<file path="src/rtl/sccb_cfg_sequencer_if.sv">
// rtl/sccb_cfg_sequencer_if.sv - SCCB transaction bus between the configuration sequencer and CoreSCCB
interface sccb_cfg_sequencer_if;
  logic       sccb_start;
  logic       sccb_rw;
  logic [7:0] sccb_ip_addr;
  logic [7:0] sccb_sub_addr;
  logic [7:0] sccb_data_in;
  logic [7:0] sccb_data_out;
  logic       sccb_done;

  modport master (
    output sccb_start, sccb_rw, sccb_ip_addr, sccb_sub_addr, sccb_data_in,
    input  sccb_data_out, sccb_done
  );

  modport slave (
    input  sccb_start, sccb_rw, sccb_ip_addr, sccb_sub_addr, sccb_data_in,
    output sccb_data_out, sccb_done
  );
endinterface

</file>
<file path="src/rtl/sccb_cfg_sequencer.sv">
// rtl/sccb_cfg_sequencer.sv - table-driven SCCB register configuration engine with bit-tick divider
// Optional read-back verification of every write: define SCCB_CFG_VERIFY_EN.
module sccb_cfg_sequencer #(
  parameter int         CLK_FREQ   = 8_000_000,
  parameter int         SCCB_FREQ  = 100_000,
  parameter logic [7:0] DEV_ADDR   = 8'h42,
  parameter int         DEPTH      = 64,
  parameter int         DELAY_UNIT = CLK_FREQ / 1000,
  parameter int         TIMEOUT    = 64,
  parameter int         MAX_RETRY  = 3,
  localparam int        IDX_W      = $clog2(DEPTH)
) (
  input  logic             PCLK,
  input  logic             PRESETN,
  input  logic             cfg_start,
  output logic             cfg_busy,
  output logic             cfg_done,
  output logic             cfg_err,
  output logic [IDX_W-1:0] err_index,
  output logic [IDX_W-1:0] tbl_addr,
  input  logic [15:0]      tbl_data,
  output logic             SCCB_CLK,
  output logic             SCCB_MID_PULSE,
  sccb_cfg_sequencer_if.master sccb
);

  localparam int HALF  = CLK_FREQ / SCCB_FREQ / 2;
  localparam int DIV_W = (HALF > 1) ? $clog2(HALF) : 1;
  localparam int TO_W  = $clog2(TIMEOUT + 1);
  localparam int RT_W  = $clog2(MAX_RETRY + 1);

  typedef enum logic [3:0] {
    ST_IDLE, ST_FETCH, ST_DECODE, ST_WRITE, ST_GAP, ST_DELAY, ST_FAIL, ST_DONE, ST_ERROR
`ifdef SCCB_CFG_VERIFY_EN
    , ST_VGAP, ST_VERIFY
`endif
  } state_t;

  state_t           state_q, state_d;
  logic [DIV_W-1:0] div_cnt_q;
  logic             sccb_clk_q, mid_q;
  logic [IDX_W-1:0] index_q, err_index_q;
  logic [RT_W-1:0]  retry_q;
  logic [TO_W-1:0]  to_cnt_q;
  logic [31:0]      dly_cnt_q, dly_tgt_q;
  logic [7:0]       ip_q, sub_q, data_q;
  logic             done_q, err_q;
  logic             start_o, busy_o;

  wire tick      = mid_q;
  wire is_end    = (tbl_data == 16'hFFFF);
  wire is_dly    = (tbl_data[15:8] == 8'hFF);
  wire to_expire = (to_cnt_q == TO_W'(TIMEOUT - 1));
  wire last_idx  = (index_q == IDX_W'(DEPTH - 1));
  wire retry_ok  = ((retry_q + 1'b1) < RT_W'(MAX_RETRY));

  // Mid-pulse lands half-way through the low phase, one pulse per SCCB_CLK period.
  always_ff @(posedge PCLK or negedge PRESETN) begin
    if (!PRESETN) begin
      div_cnt_q  <= '0;
      sccb_clk_q <= 1'b0;
      mid_q      <= 1'b0;
    end else begin
      mid_q <= (div_cnt_q == DIV_W'(HALF / 2)) && !sccb_clk_q;
      if (div_cnt_q == DIV_W'(HALF - 1)) begin
        div_cnt_q  <= '0;
        sccb_clk_q <= ~sccb_clk_q;
      end else begin
        div_cnt_q <= div_cnt_q + 1'b1;
      end
    end
  end

  always_ff @(posedge PCLK or negedge PRESETN) begin
    if (!PRESETN) state_q <= ST_IDLE;
    else          state_q <= state_d;
  end

  always_comb begin
    state_d = state_q;
    case (state_q)
      ST_IDLE:   if (cfg_start) state_d = ST_FETCH;
      ST_FETCH:  state_d = ST_DECODE;
      ST_DECODE: state_d = is_end ? ST_DONE : (is_dly ? ST_DELAY : ST_WRITE);
      ST_WRITE: begin
        // A done sampled on the expiring tick still counts as success.
        if (tick) begin
`ifdef SCCB_CFG_VERIFY_EN
          if (sccb.sccb_done) state_d = ST_VGAP;
`else
          if (sccb.sccb_done) state_d = ST_GAP;
`endif
          else if (to_expire) state_d = ST_FAIL;
        end
      end
`ifdef SCCB_CFG_VERIFY_EN
      ST_VGAP:   if (tick) state_d = ST_VERIFY;
      ST_VERIFY: begin
        if (tick) begin
          if (sccb.sccb_done) state_d = (sccb.sccb_data_out == data_q) ? ST_GAP : ST_FAIL;
          else if (to_expire) state_d = ST_FAIL;
        end
      end
`endif
      ST_GAP:    if (tick) state_d = last_idx ? ST_DONE : ST_FETCH;
      ST_DELAY:  if (dly_cnt_q >= dly_tgt_q) state_d = last_idx ? ST_DONE : ST_FETCH;
      ST_FAIL:   if (tick) state_d = retry_ok ? ST_DECODE : ST_ERROR;
      ST_DONE:   state_d = ST_IDLE;
      ST_ERROR:  state_d = ST_IDLE;
      default:   state_d = ST_IDLE;
    endcase
  end

  always_comb begin
    start_o = 1'b0;
    busy_o  = 1'b1;
    case (state_q)
      ST_WRITE:  start_o = 1'b1;
`ifdef SCCB_CFG_VERIFY_EN
      ST_VERIFY: start_o = 1'b1;
`endif
      ST_IDLE, ST_DONE, ST_ERROR: busy_o = 1'b0;
      default: ;
    endcase
  end

`ifdef SCCB_CFG_VERIFY_EN
  logic rw_q;
  always_ff @(posedge PCLK or negedge PRESETN) begin
    if (!PRESETN)                                   rw_q <= 1'b0;
    else if (state_q == ST_DECODE)                  rw_q <= 1'b0;
    else if (state_q == ST_WRITE && state_d == ST_VGAP) rw_q <= 1'b1;
  end
  assign sccb.sccb_rw = rw_q;
`else
  logic unused_data_out;
  assign unused_data_out = ^sccb.sccb_data_out;
  assign sccb.sccb_rw    = 1'b0;
`endif

  always_ff @(posedge PCLK or negedge PRESETN) begin
    if (!PRESETN) begin
      index_q     <= '0;
      err_index_q <= '0;
      retry_q     <= '0;
      to_cnt_q    <= '0;
      dly_cnt_q   <= '0;
      dly_tgt_q   <= '0;
      ip_q        <= 8'h00;
      sub_q       <= 8'h00;
      data_q      <= 8'h00;
      done_q      <= 1'b0;
      err_q       <= 1'b0;
    end else begin
      case (state_q)
        ST_IDLE: if (cfg_start) begin
          done_q  <= 1'b0;
          err_q   <= 1'b0;
          index_q <= '0;
          retry_q <= '0;
        end
        ST_DECODE: begin
          to_cnt_q  <= '0;
          dly_cnt_q <= '0;
          dly_tgt_q <= 32'(tbl_data[7:0]) * 32'(DELAY_UNIT);
          if (!is_end && !is_dly) begin
            ip_q   <= DEV_ADDR;
            sub_q  <= tbl_data[15:8];
            data_q <= tbl_data[7:0];
          end
        end
        ST_WRITE: begin
          if (tick) to_cnt_q <= to_cnt_q + 1'b1;
`ifdef SCCB_CFG_VERIFY_EN
          if (state_d == ST_VGAP) begin
            ip_q     <= DEV_ADDR | 8'h01;
            to_cnt_q <= '0;
          end
`endif
        end
`ifdef SCCB_CFG_VERIFY_EN
        ST_VERIFY: if (tick) to_cnt_q <= to_cnt_q + 1'b1;
`endif
        ST_DELAY: dly_cnt_q <= dly_cnt_q + 1;
        ST_FAIL: if (tick) begin
          retry_q <= retry_q + 1'b1;
          if (state_d == ST_ERROR) err_index_q <= index_q;
        end
        default: ;
      endcase
      if ((state_q == ST_GAP || state_q == ST_DELAY) && state_d == ST_FETCH) begin
        index_q <= index_q + 1'b1;
        retry_q <= '0;
      end
      if (state_d == ST_DONE)  done_q <= 1'b1;
      if (state_d == ST_ERROR) err_q  <= 1'b1;
    end
  end

  assign SCCB_CLK           = sccb_clk_q;
  assign SCCB_MID_PULSE     = mid_q;
  assign tbl_addr           = index_q;
  assign err_index          = err_index_q;
  assign cfg_busy           = busy_o;
  assign cfg_done           = done_q;
  assign cfg_err            = err_q;
  assign sccb.sccb_start    = start_o;
  assign sccb.sccb_ip_addr  = ip_q;
  assign sccb.sccb_sub_addr = sub_q;
  assign sccb.sccb_data_in  = data_q;

endmodule

</file>
<file path="src/flat_wrapper.sv">
// flat-port wrapper written by rule: the top's interface ports become plain ports
module sccb_cfg_sequencer_flat 
#(
  parameter int         CLK_FREQ   = 8_000_000,
  parameter int         SCCB_FREQ  = 100_000,
  parameter logic [7:0] DEV_ADDR   = 8'h42,
  parameter int         DEPTH      = 64,
  parameter int         DELAY_UNIT = CLK_FREQ / 1000,
  parameter int         TIMEOUT    = 64,
  parameter int         MAX_RETRY  = 3,
  localparam int        IDX_W      = $clog2(DEPTH)
)
  (PCLK, PRESETN, cfg_start, cfg_busy, cfg_done, cfg_err, err_index, tbl_addr, tbl_data, SCCB_CLK, SCCB_MID_PULSE, sccb_sccb_start, sccb_sccb_rw, sccb_sccb_ip_addr, sccb_sccb_sub_addr, sccb_sccb_data_in, sccb_sccb_data_out, sccb_sccb_done);
  sccb_cfg_sequencer_if sccb_i ();
  input  logic PCLK;
  input  logic PRESETN;
  input  logic cfg_start;
  output logic cfg_busy;
  output logic cfg_done;
  output logic cfg_err;
  output logic [IDX_W-1:0] err_index;
  output logic [IDX_W-1:0] tbl_addr;
  input  logic [15:0] tbl_data;
  output logic SCCB_CLK;
  output logic SCCB_MID_PULSE;
  output wire logic [$bits(sccb_i.sccb_start)-1:0] sccb_sccb_start;
  output wire logic [$bits(sccb_i.sccb_rw)-1:0] sccb_sccb_rw;
  output wire logic [$bits(sccb_i.sccb_ip_addr)-1:0] sccb_sccb_ip_addr;
  output wire logic [$bits(sccb_i.sccb_sub_addr)-1:0] sccb_sccb_sub_addr;
  output wire logic [$bits(sccb_i.sccb_data_in)-1:0] sccb_sccb_data_in;
  input wire logic [$bits(sccb_i.sccb_data_out)-1:0] sccb_sccb_data_out;
  input wire logic [$bits(sccb_i.sccb_done)-1:0] sccb_sccb_done;
  assign sccb_sccb_start = sccb_i.sccb_start;
  assign sccb_sccb_rw = sccb_i.sccb_rw;
  assign sccb_sccb_ip_addr = sccb_i.sccb_ip_addr;
  assign sccb_sccb_sub_addr = sccb_i.sccb_sub_addr;
  assign sccb_sccb_data_in = sccb_i.sccb_data_in;
  assign sccb_i.sccb_data_out = sccb_sccb_data_out;
  assign sccb_i.sccb_done = sccb_sccb_done;
  sccb_cfg_sequencer #(.CLK_FREQ(CLK_FREQ), .SCCB_FREQ(SCCB_FREQ), .DEV_ADDR(DEV_ADDR), .DEPTH(DEPTH), .DELAY_UNIT(DELAY_UNIT), .TIMEOUT(TIMEOUT), .MAX_RETRY(MAX_RETRY)) u_core (.PCLK(PCLK), .PRESETN(PRESETN), .cfg_start(cfg_start), .cfg_busy(cfg_busy), .cfg_done(cfg_done), .cfg_err(cfg_err), .err_index(err_index), .tbl_addr(tbl_addr), .tbl_data(tbl_data), .SCCB_CLK(SCCB_CLK), .SCCB_MID_PULSE(SCCB_MID_PULSE), .sccb(sccb_i));
endmodule
</file>
<file path="config.mk">
export PLATFORM = sky130hd
export DESIGN_NAME = sccb_cfg_sequencer_flat
export DESIGN_NICKNAME = d
export VERILOG_FILES = /design/src/rtl/sccb_cfg_sequencer_if.sv /design/src/rtl/sccb_cfg_sequencer.sv /design/src/flat_wrapper.sv
export SDC_FILE = /design/constraint.sdc
export NUM_CORES = 1
export LEC_CHECK = 0
export CAP_MARGIN = 20
export CORE_ASPECT_RATIO = 0.5
export CORE_MARGIN = 5
export CORE_UTILIZATION = 55
export CTS_CLUSTER_DIAMETER = 30
export DETAILED_ROUTE_END_ITERATION = 7
export DONT_BUFFER_PORTS = 1
export PLACE_DENSITY = 0.7
export REMOVE_ABC_BUFFERS = 1
export SETUP_SLACK_MARGIN = 0.05
export SLEW_MARGIN = 40
export SYNTH_ARGS = -nofsm -noshare
export SYNTH_HDL_FRONTEND = slang
export SYNTH_SLANG_ARGS = --single-unit
</file>
<file path="constraint.sdc">
create_clock -name PCLK -period 5.94 [get_ports PCLK]
set_clock_uncertainty 0.05 [all_clocks]
set_input_delay 0.594 -clock PCLK [delete_from_list [all_inputs] [get_ports PCLK]]
set_output_delay 0.594 -clock PCLK [all_outputs]
set_load 0.01 [all_outputs]
</file>
== Yosys cells after proc, flatten, opt, wreduce, memory -nomap -nowiden ==
Index checks and enable logic that the tools add are counted.

* Bits in registers: 99
* Bits of input ports: 28
* Output and inout port bits: 43

* $add $sub $neg: 5
* Multipliers: 1
* Order comparisons: 2
* Equality and inequality tests: 20
* Muxes and demuxes: 29
* Bitwise logic cells: 1
* Reduce and logical (&&, ||, !) cells: 25

{| class="wikitable"
|+ Operators with widths
! kind !! number
|-
| $pmux W32 S2 || 1
|-
| $mux W4 || 9
|-
| $add A32 B1 Y32 const B || 1
|-
| $ge A32 B21 Y1 || 1
|-
| $pmux W4 S7 || 1
|-
| $mux W6 || 4
|-
| $eq A4 B3 Y1 const B || 5
|-
| $eq A16 B16 Y1 const B || 1
|-
| $reduce_bool A2 Y1 || 8
|-
| $mul A8 B7 Y15 const B || 1
|-
| $pmux W7 S2 || 1
|-
| $add A6 B1 Y6 const B || 2
|-
| $eq A6 B6 Y1 const B || 2
|-
| $reduce_and A2 Y1 || 5
|-
| $eq A4 B1 Y1 const B || 2
|-
| $eq A4 B2 Y1 const B || 2
|-
| $eq A4 B4 Y1 const B || 2
|-
| $eq A8 B8 Y1 const B || 1
|-
| $add A7 B1 Y7 const B || 1
|-
| $eq A7 B6 Y1 const B || 1
|-
| $mux W7 || 1
|-
| $eq A6 B5 Y1 const B || 1
|-
| $mux W1 || 6
|-
| $mux W2 || 3
|-
| 15 further kinds || 21
|}

== Depth between registers and ports, before layout ==
Gate-level depths: netlist of run 1.

* Depth after elaboration: 9
* Gate-level depth with buffers: 14
* Gate-level depth less buffers: 14

== Least setup slack after synthesis of run 1 ==
Ideal clock, no wire load.

* Kind: input to register
* Start: input tbl_data[0]
* End: register u_core.dly_tgt_q[20]
* Setup time: 135 ps
* Arrival: 4036 ps
* Required time: 5755 ps
* Path slack: 1719 ps
* Cell stages on the path: 13
* Buffers on the path: 0
* Cell sequence: fa_1 fa_1 inv_1 fa_1 inv_1 fa_1 ha_1 o31a_1 a311oi_1 o21bai_1 a21oi_1 xnor2_1 o21ai_0

* Longest elaborated chain between the ends: 1

{| class="wikitable"
|+ RTL lines
! element !! RTL line !! text
|-
| start, declared || flat_wrapper.sv:23 || <nowiki>input logic [15:0] tbl_data;</nowiki>
|-
| $mul A8 B7 Y15 || sccb_cfg_sequencer.sv:165 || <nowiki>dly_tgt_q <= 32'(tbl_data[7:0]) * 32'(DELAY_UNIT);</nowiki>
|-
| end signal, assigned || sccb_cfg_sequencer.sv:165 ||
|-
| end, declared || sccb_cfg_sequencer.sv:45 || <nowiki>logic [31:0] dly_cnt_q, dly_tgt_q;</nowiki>
|}

No other way between the ends.
A chain may end at the register's enable or synchronous reset.

== Final worst setup path of run 1 ==
Ends and elaborated chain as after synthesis.

==> results of run 1 <==
## placed cells by master (no fill, tap or decap), types with 9 or more instances in the layout
cell type / synthesis / layout
sky130_fd_sc_hd__nand2_1: 102 / 102
sky130_fd_sc_hd__dfrtp_1: 99 / 99
sky130_fd_sc_hd__ha_1: 59 / 59
sky130_fd_sc_hd__o21ai_0: 49 / 49
sky130_fd_sc_hd__inv_1: 47 / 47
sky130_fd_sc_hd__nand3_1: 29 / 29
sky130_fd_sc_hd__nor2_1: 26 / 26
sky130_fd_sc_hd__fa_1: 22 / 22
sky130_fd_sc_hd__o211ai_1: 14 / 14
sky130_fd_sc_hd__xnor2_1: 12 / 12
sky130_fd_sc_hd__a21oi_1: 11 / 11
sky130_fd_sc_hd__o31ai_1: 11 / 11
sky130_fd_sc_hd__and3_1: 11 / 11
sky130_fd_sc_hd__nand4_1: 11 / 11
sky130_fd_sc_hd__mux2i_1: 10 / 10
sky130_fd_sc_hd__nor3_1: 10 / 9
sky130_fd_sc_hd__xor2_1: 9 / 9
sky130_fd_sc_hd__clkbuf_16: 0 / 9
## path summary, 6_finish.rpt
| path | end | slack, ns | cells after the start |
|---|---|---|---|
| worst min register to register | u_core.dly_tgt_q[14]$_DFFE_PN0P_ | 0.43 | 2 |
| min in group PCLK | u_core.sccb.sccb_data_in[7]$_DFFE_PN0P_ | 0.30 | 2 |
| worst max register to register | u_core.tbl_addr[2]$_DFFE_PN0P_ | 2.94 | 9 |
| max in group asynchronous | u_core.dly_cnt_q[2]$_DFFE_PN0P_ | 5.36 | 1 |
| worst max-delay path | u_core.dly_tgt_q[20]$_DFFE_PN0P_ | 1.82 | 14 |
| worst min-delay path | u_core.dly_tgt_q[20]$_DFFE_PN0P_ | 0.12 | 1 |
## worst max-delay path, stage by stage
cell and delay, ns:
sky130_fd_sc_hd__fa_1 0.52, sky130_fd_sc_hd__fa_1 0.55, sky130_fd_sc_hd__inv_1 0.05, sky130_fd_sc_hd__fa_1 0.52, sky130_fd_sc_hd__inv_1 0.05, sky130_fd_sc_hd__fa_1 0.45
sky130_fd_sc_hd__ha_1 0.24, sky130_fd_sc_hd__nor3_1 0.23, sky130_fd_sc_hd__o211ai_1 0.17, sky130_fd_sc_hd__a311oi_1 0.39, sky130_fd_sc_hd__o21bai_1 0.11, sky130_fd_sc_hd__a21oi_1 0.18
sky130_fd_sc_hd__xnor2_1 0.13, sky130_fd_sc_hd__o21ai_0 0.08
## where the power goes
group          switching [W]  internal (W)
sequential          0.000136      0.000804
clock               0.000279      0.000297
combinational       0.000583      0.000399
## layout make-up
| class | instances | share of cell area, % |
|---|---|---|
| timing repair buffer | 4 | 0.7459 |
| tap | 145 | 2.704 |
| clock buffer | 9 | 3.356 |
| clock inverter | 7 | 0.9696 |
| multi-input combinational | 483 | 52.56 |
| inverter | 49 | 2.741 |
| sequential | 99 | 36.92 |
## repair_timing
item / in CTS / in global routing
endpoints found under the hold margin: 99 / 0
buffers inserted: 0 / 0
hold buffers: 1 / 0
## stage by stage
stage / hold slack, ns / cell area [sq um]
final: 0.1168 / 6710
after global routing: 0.1481 / 6710
after CTS: 0.1368 / 6710
after detailed placement: 0.2520 / 6392
after global placement: 0.2513 / 6392
after floorplan: 0.2484 / 6183
## kinds of logic after synthesis
logic type	share of synthesized area [%]
other	0.05948
AND/OR/NAND/NOR	18.24
XOR/XNOR	2.917
flip-flops	39.29
buffers and inverters	5.199
multiplexers	2.659
adder cells (fa/ha/maj)	18.69
AO/OA/AOI/OAI	12.94
## flip-flops by register name, summed over array words and instances (netlist names), 2 cells and up
name	cells
u_core.div_cnt_q	6
u_core.tbl_addr	6
u_core.dly_cnt_q	32
u_core.to_cnt_q	7
u_core.state_q	4
u_core.sccb.sccb_sub_addr	8
u_core.dly_tgt_q	15
u_core.err_index	6
u_core.sccb.sccb_data_in	8
u_core.retry_q	2
## per-layer routing
metal | GRT usage, % | part of all wire [%]
met5 | 0 | 0
met4 | 4.025 | 0.77
met3 | 4.849 | 6.4
met2 | 28.89 | 45
met1 | 27.55 | 48
==> impl_metrics.ini, run 1 <==
[die]
dieHeight_microns = 85.71
design.portCount = 71
fp.dieArea_sq_um = 13830
coreArea_sq_um = 11110
rows = 27
die_width_microns = 161.4
initial_core_util_pct = 56.73

[synthesis]
post_synth_num_cell_types = 71
yosys_most_used_dff = sky130_fd_sc_hd__dfrtp_1
yosysTopAreaCellShare_pct = 39.29
synth.cells.most_frequent = sky130_fd_sc_hd__nand2_1 (102), sky130_fd_sc_hd__dfrtp_1 (99), sky130_fd_sc_hd__ha_1 (59)
syn_avg_cell_area_sq_um = 9.685
synth_sequential_area_ratio_pct = 39.29
ys_async_sr_fraction_pct = 100.0
netlist_area_sq_um = 6305
synth-edff-count = 0
yosys_warnings = 0
yosys_register_bits = 99
yosys.cell_count.top_type = sky130_fd_sc_hd__nand2_1
synth_area_leaders = sky130_fd_sc_hd__dfrtp_1 (39%), sky130_fd_sc_hd__ha_1 (12%), sky130_fd_sc_hd__fa_1 (7.0%)
synthesis.instances = 651
netlist.top_cell.by_area = sky130_fd_sc_hd__dfrtp_1

[timing]
unrepaired_setup_endpoints_after_global_routing = no
finalWorstSetupSlack_ns = 1.821
min_period_ns = 4.119
fmax_achieved_ghz = 0.2428
share_of_the_cycle_needed_by_the_critical_path_after_routing_pct = 69.34
tightestPinTransition_ns = 0.7397
total_of_endpoints_with_negative_setup_slack_in_the_final_report = 0
timing.slew.headroom_pct = 50.66
totalNegativeSetupSlack_ns = 0
finalHoldViolCount = 0
finalMaxSlewViolations = 0

[route]
num_vias = 4627
post_drt_via_cell_ratio = 5.813
routed_wirelength_microns = 12410
drcViolationCount = 0
drt.antenna.violating_nets = 0
post_drt_wl_per_cell_microns = 15.59
initialDrtViolationCount = 269
dr.pass1.iters = 5

[global_route]
grt_overflow = 0
overall_routing_resource_usage_pct = 18.94
wire_length_of_the_first_global_routing_pass_microns = 21650
grt_pass1_vias = 4462
antenna_found_initial = 0
grt_start_max_net_pins = 100

[layout]
synthToLayoutAreaGrowth_pct = 6.430
stdcell_count = 796
fin_nets = 755
post_route_cells_drive_above_1_share_pct = 6.605
seq_area_sq_um = 2477
fill_cells = 934
antennaDiodeCount = 0
final_core_utilization_pct = 60.37
multi_input_area_sq_um = 3527

[place]
cells_after_dpl = 779
detailedPlacementHpwl_microns = 9086
port_buffers = 0
dp_worst_setup_slack_ns = 1.467
globalplace.congestion = 0.7923

[clock_network]
htreeDepth = 3
ctsLongestPathBuffers = 2
cts_sinks = 99
cts_root_buffer = sky130_fd_sc_hd__clkbuf_16
clock_latency_ns = 0.35
num_cts_buffers = 9
cts_tree = done
clkTransAtPathRegs_ns = 0.07
post_cts.resized_instances = 0

[worst_setup_path]
cp.arrival_ns = 4.28
endpoint_kind = flip-flop
worstSetupPathType = input pin to flip-flop
timing.critical_path.required_ns = 6.10
worst-path-max-fanout = 6
cp-start-kind = input pin
cp-startpoint = tbl_data[0]
critical_path.reg2reg.startpoint = u_core.dly_cnt_q[6]$_DFFE_PN0P_

[hold_path]
hold_path_class = input pin to async pin

[pwr]
leakagePower_nw = 3.135
power.ir.vdd_worst_mv = 0.1771
total_power_w = 0.002497
powerDensity_nw_per_um2 = 372.1

[job]
max_cap_violations = 0

[status]
status = complete, no violations
Note: power is estimated with default switching activity, not from simulation.
==> run 2: changes to the inputs <==
PLACE_DENSITY = 0.73   (was 0.7)
clock period = 3.4 ns   (was 5.94 ns; I/O delays follow)
==> impl_metrics.ini, run 2 (synthesis results as in run 1) <==
[die]
design.portCount = 71
die_width_microns = 161.4
rows = 27
coreArea_sq_um = 11110
fp.dieArea_sq_um = 13830
dieHeight_microns = 85.71
initial_core_util_pct = 56.73

[worst_setup_path]
critical_path.reg2reg.startpoint = u_core.dly_cnt_q[6]$_DFFE_PN0P_
worstSetupPathType = input pin to flip-flop
cp_slowest_cell = sky130_fd_sc_hd__fa_1
endpoint_kind = flip-flop
worst-r2r-cell-count = 9
timing.critical_path.required_ns = 3.57
crit_top_cell = sky130_fd_sc_hd__fa_1
critical_path.max_stage_delay_ns = 0.56
ff2ff_setup_slack_ns = 0.61
cp-start-kind = input pin
cp.arrival_ns = 3.75
path_cells = fa_2 -> fa_1 -> inv_1 -> fa_1 -> inv_2 -> fa_1 -> ha_4 -> nand2_2 -> o211ai_1 -> a311oi_2 -> o21bai_1 -> a21oi_1 -> xnor2_1 -> o21ai_1
worst-path-max-fanout = 6
regToRegEndpoint = u_core.tbl_addr[2]$_DFFE_PN0P_

[timing]
min_period_ns = 3.583
timing.slew.headroom_pct = 51.32
hold_slack_ns = 0.04656
finalWorstSetupSlack_ns = -0.1834
tightestPinTransition_ns = 0.7298
total_of_endpoints_with_negative_setup_slack_in_the_final_report = 5
unrepaired_setup_endpoints_after_global_routing = yes
fmax_achieved_ghz = 0.2791
totalNegativeSetupSlack_ns = -0.6877
share_of_the_cycle_needed_by_the_critical_path_after_routing_pct = 105.4
finalMaxSlewViolations = 0
finalHoldViolCount = 0

[clock_network]
clkTransAtPathRegs_ns = 0.07
num_cts_buffers = 9
ctsLongestPathBuffers = 2
cts_sinks = 99
clock_latency_ns = 0.35
cts_root_buffer = sky130_fd_sc_hd__clkbuf_16
cts_tree = done
htreeDepth = 3

[status]
status = complete, but fails checks
failed_checks = negative setup slack

[hold_path]
worst_hold_path.endpoint = u_core.sccb.sccb_data_in[3]$_DFFE_PN0P_
hold_path_class = input pin to flip-flop
holdPathStages = 2
hold_path.startpoint = tbl_data[3]

[route]
routed_wirelength_microns = 13180
dr.pass1.iters = 7
drt.antenna.violating_nets = 0
post_drt_via_cell_ratio = 5.667
post_drt_wl_per_cell_microns = 16.00
drcViolationCount = 0
initialDrtViolationCount = 353
num_vias = 4670

[layout]
fill_cells = 891
post_route_cells_drive_above_1_share_pct = 12.22
seq_area_sq_um = 2477
reg.largest.list = u_core.dly_cnt_q x32, u_core.dly_tgt_q x15
final_common_cell = sky130_fd_sc_hd__nand2_1
multi_input_area_sq_um = 3603
antennaDiodeCount = 0
most-common-layout-cells = sky130_fd_sc_hd__nand2_1 (100), sky130_fd_sc_hd__dfrtp_1 (99), sky130_fd_sc_hd__ha_1 (57)
synthToLayoutAreaGrowth_pct = 11.21
fin_nets = 783
largest_register = u_core.dly_cnt_q
largest_register_ff_count = 32
final_core_utilization_pct = 63.09

[global_route]
grt_overflow = 0
grt_start_max_net_pins = 100
grt_pass1_vias = 4487
antenna_found_initial = 0
overall_routing_resource_usage_pct = 19.77
wire_length_of_the_first_global_routing_pass_microns = 22290

[place]
globalplace.congestion = 0.8377
detailedPlacementHpwl_microns = 9317
port_buffers = 0

[pwr]
power.ir.vdd_worst_mv = 0.4031
powerDensity_nw_per_um2 = 693.9
leakagePower_nw = 3.284

[job]
max_cap_violations = 0
==> run 2: changes by cell type in the layout (fill, tap and decap cells not counted), sizes merged <==
cell and change:
buf +27, clkbuf +1, dlygate4sd3 +1, inv -1
==> run 2: worst max-delay path by stage <==
stage / start / endpoint / slack, ns / depth (start not counted)
3_5_place_dp: tbl_data[0] / u_core.dly_tgt_q[20]$_DFFE_PN0P_ / -0.69 / 14
6_report: tbl_data[0] / u_core.dly_tgt_q[20]$_DFFE_PN0P_ / -0.18 / 14
4_1_cts: tbl_data[2] / u_core.dly_tgt_q[20]$_DFFE_PN0P_ / -0.13 / 14
3_3_place_gp: tbl_data[0] / u_core.dly_tgt_q[20]$_DFFE_PN0P_ / -0.64 / 14
2_1_floorplan: tbl_data[0] / u_core.dly_tgt_q[20]$_DFFE_PN0P_ / -0.61 / 13
5_1_grt: tbl_data[0] / u_core.dly_tgt_q[20]$_DFFE_PN0P_ / -0.31 / 14
==> run 2: timing repair <==
action,in CTS,in global routing
hold buffers,2,0
pin swaps,21,9
endpoints found under the setup margin,7,8
gates cloned,0,0
gates resized for setup,10,13
endpoints found under the hold margin,99,0
setup buffers,5,1
==> run 2: critical path, delay by kind of cell <==
kind                       cells  cell delay (ns)
AOI/OAI and AO/OA              5             0.81
xor gates and xnor gates       1             0.13
adders and majority gates      5             2.33
buffers and inverters          2             0.09
and+or+nand+nor                1             0.07
==> run 2: stage by stage <==
stage / worst slack, ns / std cells / instance area, sq um / total power [W]
global route: -0.3117 / 824 / 7012 / 0.005256
CTS: -0.1331 / 823 / 6962 / 0.004753
detailed placement: -0.6937 / 800 / 6550 / 0.003561
floorplan: -0.6075 / 631 / 6183 / 0.002940
global placement: -0.6445 / 800 / 6550 / 0.003500
finish: -0.1834 / 824 / 7012 / 0.004865
==> run 2: layout make-up <==
cell class | count | area share [%]
flip-flops and latches | 99 | 35.33
clock buffers | 10 | 3.408
clock inverters | 6 | 0.7495
repair buffers | 32 | 3.908
multi-input cells | 483 | 51.39
well taps | 145 | 2.587
inverters | 49 | 2.623
==> run 2: power breakdown <==
part / switching [W] / internal (W)
logic: 0.00121 / 0.00100
registers: 0.000239 / 0.00140
clock network: 0.000477 / 0.000531
==> run 2: layer usage <==
metal  global-route usage (%)  up-vias  part of all wire (%)
li1                         -     2316                     -
met1                    28.54     2221                    49
met3                    4.417       14                   5.2
met4                    5.108        0                   1.3
met2                    30.49      119                    44
met5                        0        -                     0
